**config.mk**
```make
export PLATFORM = sky130hd
export DESIGN_NAME = sae_frame_writer
export DESIGN_NICKNAME = d
export VERILOG_FILES = /design/src/rtl/sae_frame_writer.sv
export SDC_FILE = /design/constraint.sdc
export NUM_CORES = 1
export LEC_CHECK = 0
export ABC_CLOCK_PERIOD_IN_PS = 2000
export BUFFER_PORTS_ARGS = -buffer_cell sky130_fd_sc_hd__buf_2
export CAP_MARGIN = 15
export CORE_MARGIN = 3
export CORE_UTILIZATION = 50
export CTS_CLUSTER_SIZE = 40
export DETAILED_ROUTE_END_ITERATION = 10
export PLACE_DENSITY = 0.78
export SLEW_MARGIN = 15
export SYNTH_ARGS = -nofsm -noshare
export SYNTH_HDL_FRONTEND = slang
export SYNTH_SLANG_ARGS = --single-unit
export TNS_END_PERCENT = 5
```
**constraint.sdc**
```tcl
create_clock -name write_clk -period 2 [get_ports write_clk]
set_input_delay 0.4 -clock write_clk [delete_from_list [all_inputs] [get_ports write_clk]]
set_output_delay 0.4 -clock write_clk [all_outputs]
set_load 0.1 [all_outputs]
```
**src/rtl/sae_frame_writer.sv**
```systemverilog
// SAE fast-channel frame writer: serialises one (ch1, ch2, status) pair into a
// four-word frame {header, ch1, ch2, CRC} and pushes it into the async FIFO.
module sae_frame_writer #(
  parameter int         DATASIZE = 12,
  parameter logic [3:0] SYNC_TAG = 4'hA,
  parameter logic [3:0] CRC_TAG  = 4'hC,
  parameter logic [3:0] CRC_SEED = 4'h5
) (
  input  logic                write_clk,
  input  logic                read_reset,
  input  logic                in_valid,
  output logic                in_ready,
  input  logic [DATASIZE-1:0] in_ch1,
  input  logic [DATASIZE-1:0] in_ch2,
  input  logic [3:0]          in_status,
  input  logic                write_full,
  output logic                write_enable,
  output logic [DATASIZE-1:0] write_data,
  output logic [7:0]          frames_written
);

  localparam logic [2:0] ST_IDLE = 3'd0;
  localparam logic [2:0] ST_HDR  = 3'd1;
  localparam logic [2:0] ST_CH1  = 3'd2;
  localparam logic [2:0] ST_CH2  = 3'd3;
  localparam logic [2:0] ST_CRC  = 3'd4;

  logic [2:0]          state_q, state_d;
  logic [3:0]          frame_cnt_q, frame_cnt_d;
  logic [7:0]          frames_written_q, frames_written_d;
  logic [DATASIZE-1:0] ch1_q, ch1_d;
  logic [DATASIZE-1:0] ch2_q, ch2_d;
  logic [3:0]          status_q, status_d;
  logic [3:0]          crc_q, crc_d;
  logic [3:0]          crc_in;

  // CRC-4 (x^4+x^3+x^2+1), MSB-first over the six data nibbles; status excluded.
  function automatic logic [3:0] sae_crc4(input logic [23:0] data);
    logic [3:0] crc;
    logic       fb;
    crc = CRC_SEED;
    for (int i = 23; i >= 0; i--) begin
      fb  = crc[3] ^ data[i];
      crc = {crc[2:0], 1'b0} ^ (fb ? 4'hD : 4'h0);
    end
    return crc;
  endfunction

  always_comb begin
    crc_in = sae_crc4({in_ch1, in_ch2});
  end

  always_comb begin
    in_ready     = (state_q == ST_IDLE);
    write_enable = (state_q != ST_IDLE) && !write_full;
  end

  always_comb begin
    write_data = '0;
    case (state_q)
      ST_HDR:  write_data = {status_q, SYNC_TAG, frame_cnt_q};
      ST_CH1:  write_data = ch1_q;
      ST_CH2:  write_data = ch2_q;
      ST_CRC:  write_data = {CRC_TAG, 4'h0, crc_q};
      default: write_data = '0;
    endcase
  end

  // Word states only advance on a strobed write, so a full FIFO freezes the frame.
  always_comb begin
    state_d          = state_q;
    frame_cnt_d      = frame_cnt_q;
    frames_written_d = frames_written_q;
    ch1_d            = ch1_q;
    ch2_d            = ch2_q;
    status_d         = status_q;
    crc_d            = crc_q;
    case (state_q)
      ST_IDLE: begin
        if (in_valid) begin
          ch1_d    = in_ch1;
          ch2_d    = in_ch2;
          status_d = in_status;
          crc_d    = crc_in;
          state_d  = ST_HDR;
        end
      end
      ST_HDR: if (write_enable) state_d = ST_CH1;
      ST_CH1: if (write_enable) state_d = ST_CH2;
      ST_CH2: if (write_enable) state_d = ST_CRC;
      ST_CRC: begin
        if (write_enable) begin
          state_d          = ST_IDLE;
          frame_cnt_d      = frame_cnt_q + 4'd1;
          frames_written_d = frames_written_q + 8'd1;
        end
      end
      default: state_d = ST_IDLE;
    endcase
  end

  always_ff @(posedge write_clk or posedge read_reset) begin
    if (read_reset) begin
      state_q          <= ST_IDLE;
      frame_cnt_q      <= '0;
      frames_written_q <= '0;
      ch1_q            <= '0;
      ch2_q            <= '0;
      status_q         <= '0;
      crc_q            <= '0;
    end else begin
      state_q          <= state_d;
      frame_cnt_q      <= frame_cnt_d;
      frames_written_q <= frames_written_d;
      ch1_q            <= ch1_d;
      ch2_q            <= ch2_d;
      status_q         <= status_d;
      crc_q            <= crc_d;
    end
  end

  assign frames_written = frames_written_q;

endmodule

```
After elaboration in Yosys (flattened, before gate mapping)
Index checks and enable logic that the tools add are counted.

Add/sub/neg operators: 2. Equality and inequality tests: 9. Mux-type cells: 31. Bitwise gates (word level): 47. Reduce and logical (&&, ||, !) cells: 7.

Operator list (count): 4-bit two-way mux (24); 4-bit bitwise XOR (23); 12-bit case mux with 4 select lines (1); 1-bit bitwise XOR (23); 3-bit two-way mux (5); 3-bit case mux with 5 select lines (1); 2-bit != test (second input constant) (5); 8-bit by 1-bit adder with 8-bit output (second input constant) (1); 3-bit by 2-bit equality test with 1-bit output (second input constant) (2); 5-bit AND reduction (1); 4-bit by 1-bit adder with 4-bit output (second input constant) (1); 2-bit AND reduction (2); 3-bit by 1-bit equality test with 1-bit output (second input constant) (1); 3-bit equality test (second input constant) (1); 3-bit zero test (1); 3-bit nonzero test (1); 2-bit inverter (1); 1-bit logical AND (1); 1-bit zero test (1).

Register bits after elaboration: 47. Input port bits: 32. Output and inout port bits: 22. Logic and storage cells: 103.

Depth between registers and ports, before layout
Depth after elaboration: 71. Depth in mapped cells: 6.

Worst setup path after synthesis
Ideal clock, no wire load.

Path type: register -> output. From: register state_q[1]. To: output port write_enable. Data arrival time: 4153 ps. Data required time: 1600 ps. Path slack: -2553 ps. Cell stages (with the launch flop): 5. Cell sequence: dfrtp_1 > clkbuf_1 > clkbuf_1 > nor3_1 > nor2_1.

Cells in the longest elaborated chain, start to end: 2.

RTL lines: from (decl) (line 28) `logic [2:0] state_q, state_d;`; from (signal assigned) (line 112) `state_q <= state_d;`; 3-bit nonzero test (line 55) `write_enable = (state_q != ST_IDLE) && !write_full;`; 1-bit logical AND (line 55); to (decl) (line 17) `output logic write_enable,`.

Every way passes these cells.

Worst setup path after layout
From: register state_q[1]. To: output port write_data[2].

Cells in the longest elaborated chain, start to end: 2. Elaborated cells between the ends (all ways): 5. Those cells by class: eq/ne (4); mux (1).

RTL lines: 3-bit equality test (tied with other cells) (line 60) `case (state_q)`; 12-bit case mux with 4 select lines * (line 60); to (decl) (line 18) `output logic [DATASIZE-1:0] write_data,`.

Every way passes the cells marked *; elsewhere a longest branch is shown, timed or not.

==> out/metrics.yaml <==
placed_design:
  numPortBuffers: 53
  place_area_um2: 3230
  place_inst: 331
  gp_congestion: 0.865
  hpwl_mm: 4.19
routing:
  drc_errors: 0
  viasPerCell: 5.32
  via_count: 1845
  routed_wl_mm: 5.95
  drt_iter0_drc: 148
  antenna_left: 0
  drt_first_pass_iters: 4
  wl_per_cell_um: 17.1
grt:
  antenna_found_initial: 0
  track_usage_pct: 21.0
  grt_pass1_wl_mm: 9.69
  grt_max_degree: 37
  grt_pass1_vias: 1978
  gr-total-overflow: 0
run_status:
  violations: "setup timing"
  status: "finished, violations left"
synthesis:
  syn_area_per_cell_um2: 12.0
  syn_inst: 205
  async_reset_ff_share_pct: 100
  synthDominantCellAreaShare_pct: 47.8
  syn_nets: 239
  synth_seq_cells: 47
  synth_most_common_cell: "dfrtp_1"
  synth_warnings: 0
  synth_area_leaders: "dfrtp_1 (48%), mux2_2 (16%), xnor2_1 (10%)"
  netlist_area_um2: 2460
  ys_seq_area_share_pct: 47.8
  synth_cell_types: 31
  ys.flop_type: "dfrtp_1"
  synth_commonest_cells: "dfrtp_1 (47), mux2_2 (35), xnor2_1 (28)"
  synth-edff-count: 0
  synth_top_area_cell: "dfrtp_1"
sta:
  tightest_slew_ns: 0.504
  setup_tns_ns: -0.312
  post-route-period-util_pct: 105
  grt_setup_unrepaired: "yes"
  period_needed_ns: 2.09
  slew_headroom_pct: 66.6
  fin_worst_skew_ns: 0.00553
  max_freq_ghz: 0.478
  fin_ws_ns: -0.0908
  hold_ws_ns: 0.0752
  finalHoldViolations: 0
  setup_violations: 10
  drv_slew: 0
final_layout:
  nNetsFinal: 316
  final_layout_size_suffix_gt1_share_pct: 54.3
  regArea_um2: 1180
  finalInstanceArea_um2: 3500
  final_cells: 347
  area_growth_pct: 42.4
  n_fill_cell: 297
  multi_input_comb_area_um2: 1440
  antenna_cells: 0
cts:
  cts_tree: "built"
  cts_max_level: 2
  cts_buffers: 5
  insertion_delay_ns: 0.29
  cts_root_buf: "clkbuf_8"
  clk_path_buf_depth: 2
  clock-sinks: 47
  cts.clk_slew.worst_paths_ns: 0.08
worst_setup_path:
  worst-path-max-fanout: 4
  r2r-start: "state_q[1]"
  worst-r2r-cell-count: 6
  rrSetupSlack_ns: 0.16
  arrival_ns: 1.69
  start_kind: "register"
  crit_type: "reg2out"
  end_kind: "primary output"
  reg2reg_to: "ch1_q[0]"
  required_ns: 1.60
die:
  placeableCoreArea_um2: 4560
  fp.dieW_um: 76.2
  initial_core_util_pct: 53.9
  io_pins: 54
  die_h_um: 76.2
  fp-row-count: 24
  dieArea_um2: 5800
min_path:
  hold_class: "in2async"
run:
  max_cap_violations: 0
-- routing by layer --
metal	vias up	global-route usage [%]	share of wire, %
met5	-	0	0
met4	0	7.43	1.3
li1	861	-	-
met2	56	36.8	53
met3	8	4.61	5.2
met1	920	25.4	41
-- through the flow --
step	worst slack (ns)	utilization [%]
detailed placement	0.0523	70.7
CTS	-0.0682	75.0
floorplan	-0.249	-
finish	-0.0908	76.8
global placement	0.0864	70.7
global route	-0.149	76.8
-- state kept, by name (all words and copies together) (netlist names) --
register and flops:
ch1_q 12, ch2_q 12, crc_q 4, frame_cnt_q 4
frames_written 8, state_q 3, status_q 4
-- worst max-delay path by stage --
stage / startpoint / to / slack (ns)
2_1_floorplan: state_q[1] / write_enable / -0.25
3_3_place_gp: in_ch1[11] / crc_q[2] / 0.09
3_5_place_dp: in_ch1[11] / crc_q[2] / 0.05
4_1_cts: state_q[1] / write_data[2] / -0.07
5_1_grt: state_q[1] / write_data[2] / -0.15
6_report: state_q[1] / write_data[2] / -0.09
-- logic make-up (layout without fill, tap and decap cells) --
logic type               after synthesis  after routing  share of synthesized area (%)
flip-flops                            47             47                           47.8
XOR/XNOR                              41             41                           16.9
multiplexers                          40             40                           18.1
AND/OR/NAND/NOR                       39             39                           8.24
AO/OA/AOI/OAI                         24             24                           5.85
buffers and inverters                 12             89                           2.03
adder cells (fa/ha/maj)                2              2                           1.02
-- layout by cell type, fill, tap and decap left out, types with 2 or more instances in the layout --
master,instances
a21oi_1,4
a21oi_4,2
a22oi_2,6
buf_12,13
buf_2,39
buf_4,17
buf_6,8
clkbuf_4,2
clkbuf_8,5
dfrtp_1,45
dfrtp_2,2
ha_1,2
inv_1,2
mux2_1,2
mux2_2,33
mux2_4,2
mux2i_1,3
nand2_1,11
nand3_1,2
nand4_1,3
nor2_1,8
nor2_4,7
nor3_4,2
o21ai_4,6
xnor2_1,28
xnor2_2,2
xnor3_1,2
xor2_1,8
-- area by class of cell --
type                            count  share of cell area [%]
Clock inverter                      1                   0.857
Multi-Input combinational cell    146                    41.2
Sequential cell                    47                    33.6
Timing Repair Buffer               79                    19.6
Inverter                            3                   0.321
Tap cell                           65                    2.32
Clock buffer                        6                    2.07
-- repair_timing --
item / 4_1_cts / 5_1_grt
setup endpoints to repair: 10 / 14
buffers inserted: 1 / 7
hold buffers: 0 / 0
pin swaps: 4 / 4
gates cloned: 1 / 0
resized for setup: 19 / 11
-- worst max-delay path, cell delays in order (launching register included) --
cell and delay (ns):
dfrtp_2 0.45, buf_6 0.15, mux2_4 0.30, a22oi_2 0.25, o21ai_4 0.08, buf_12 0.17
Power is not shown: default switching activity piles up to over one toggle a cycle in this logic, so the estimate is an artifact.
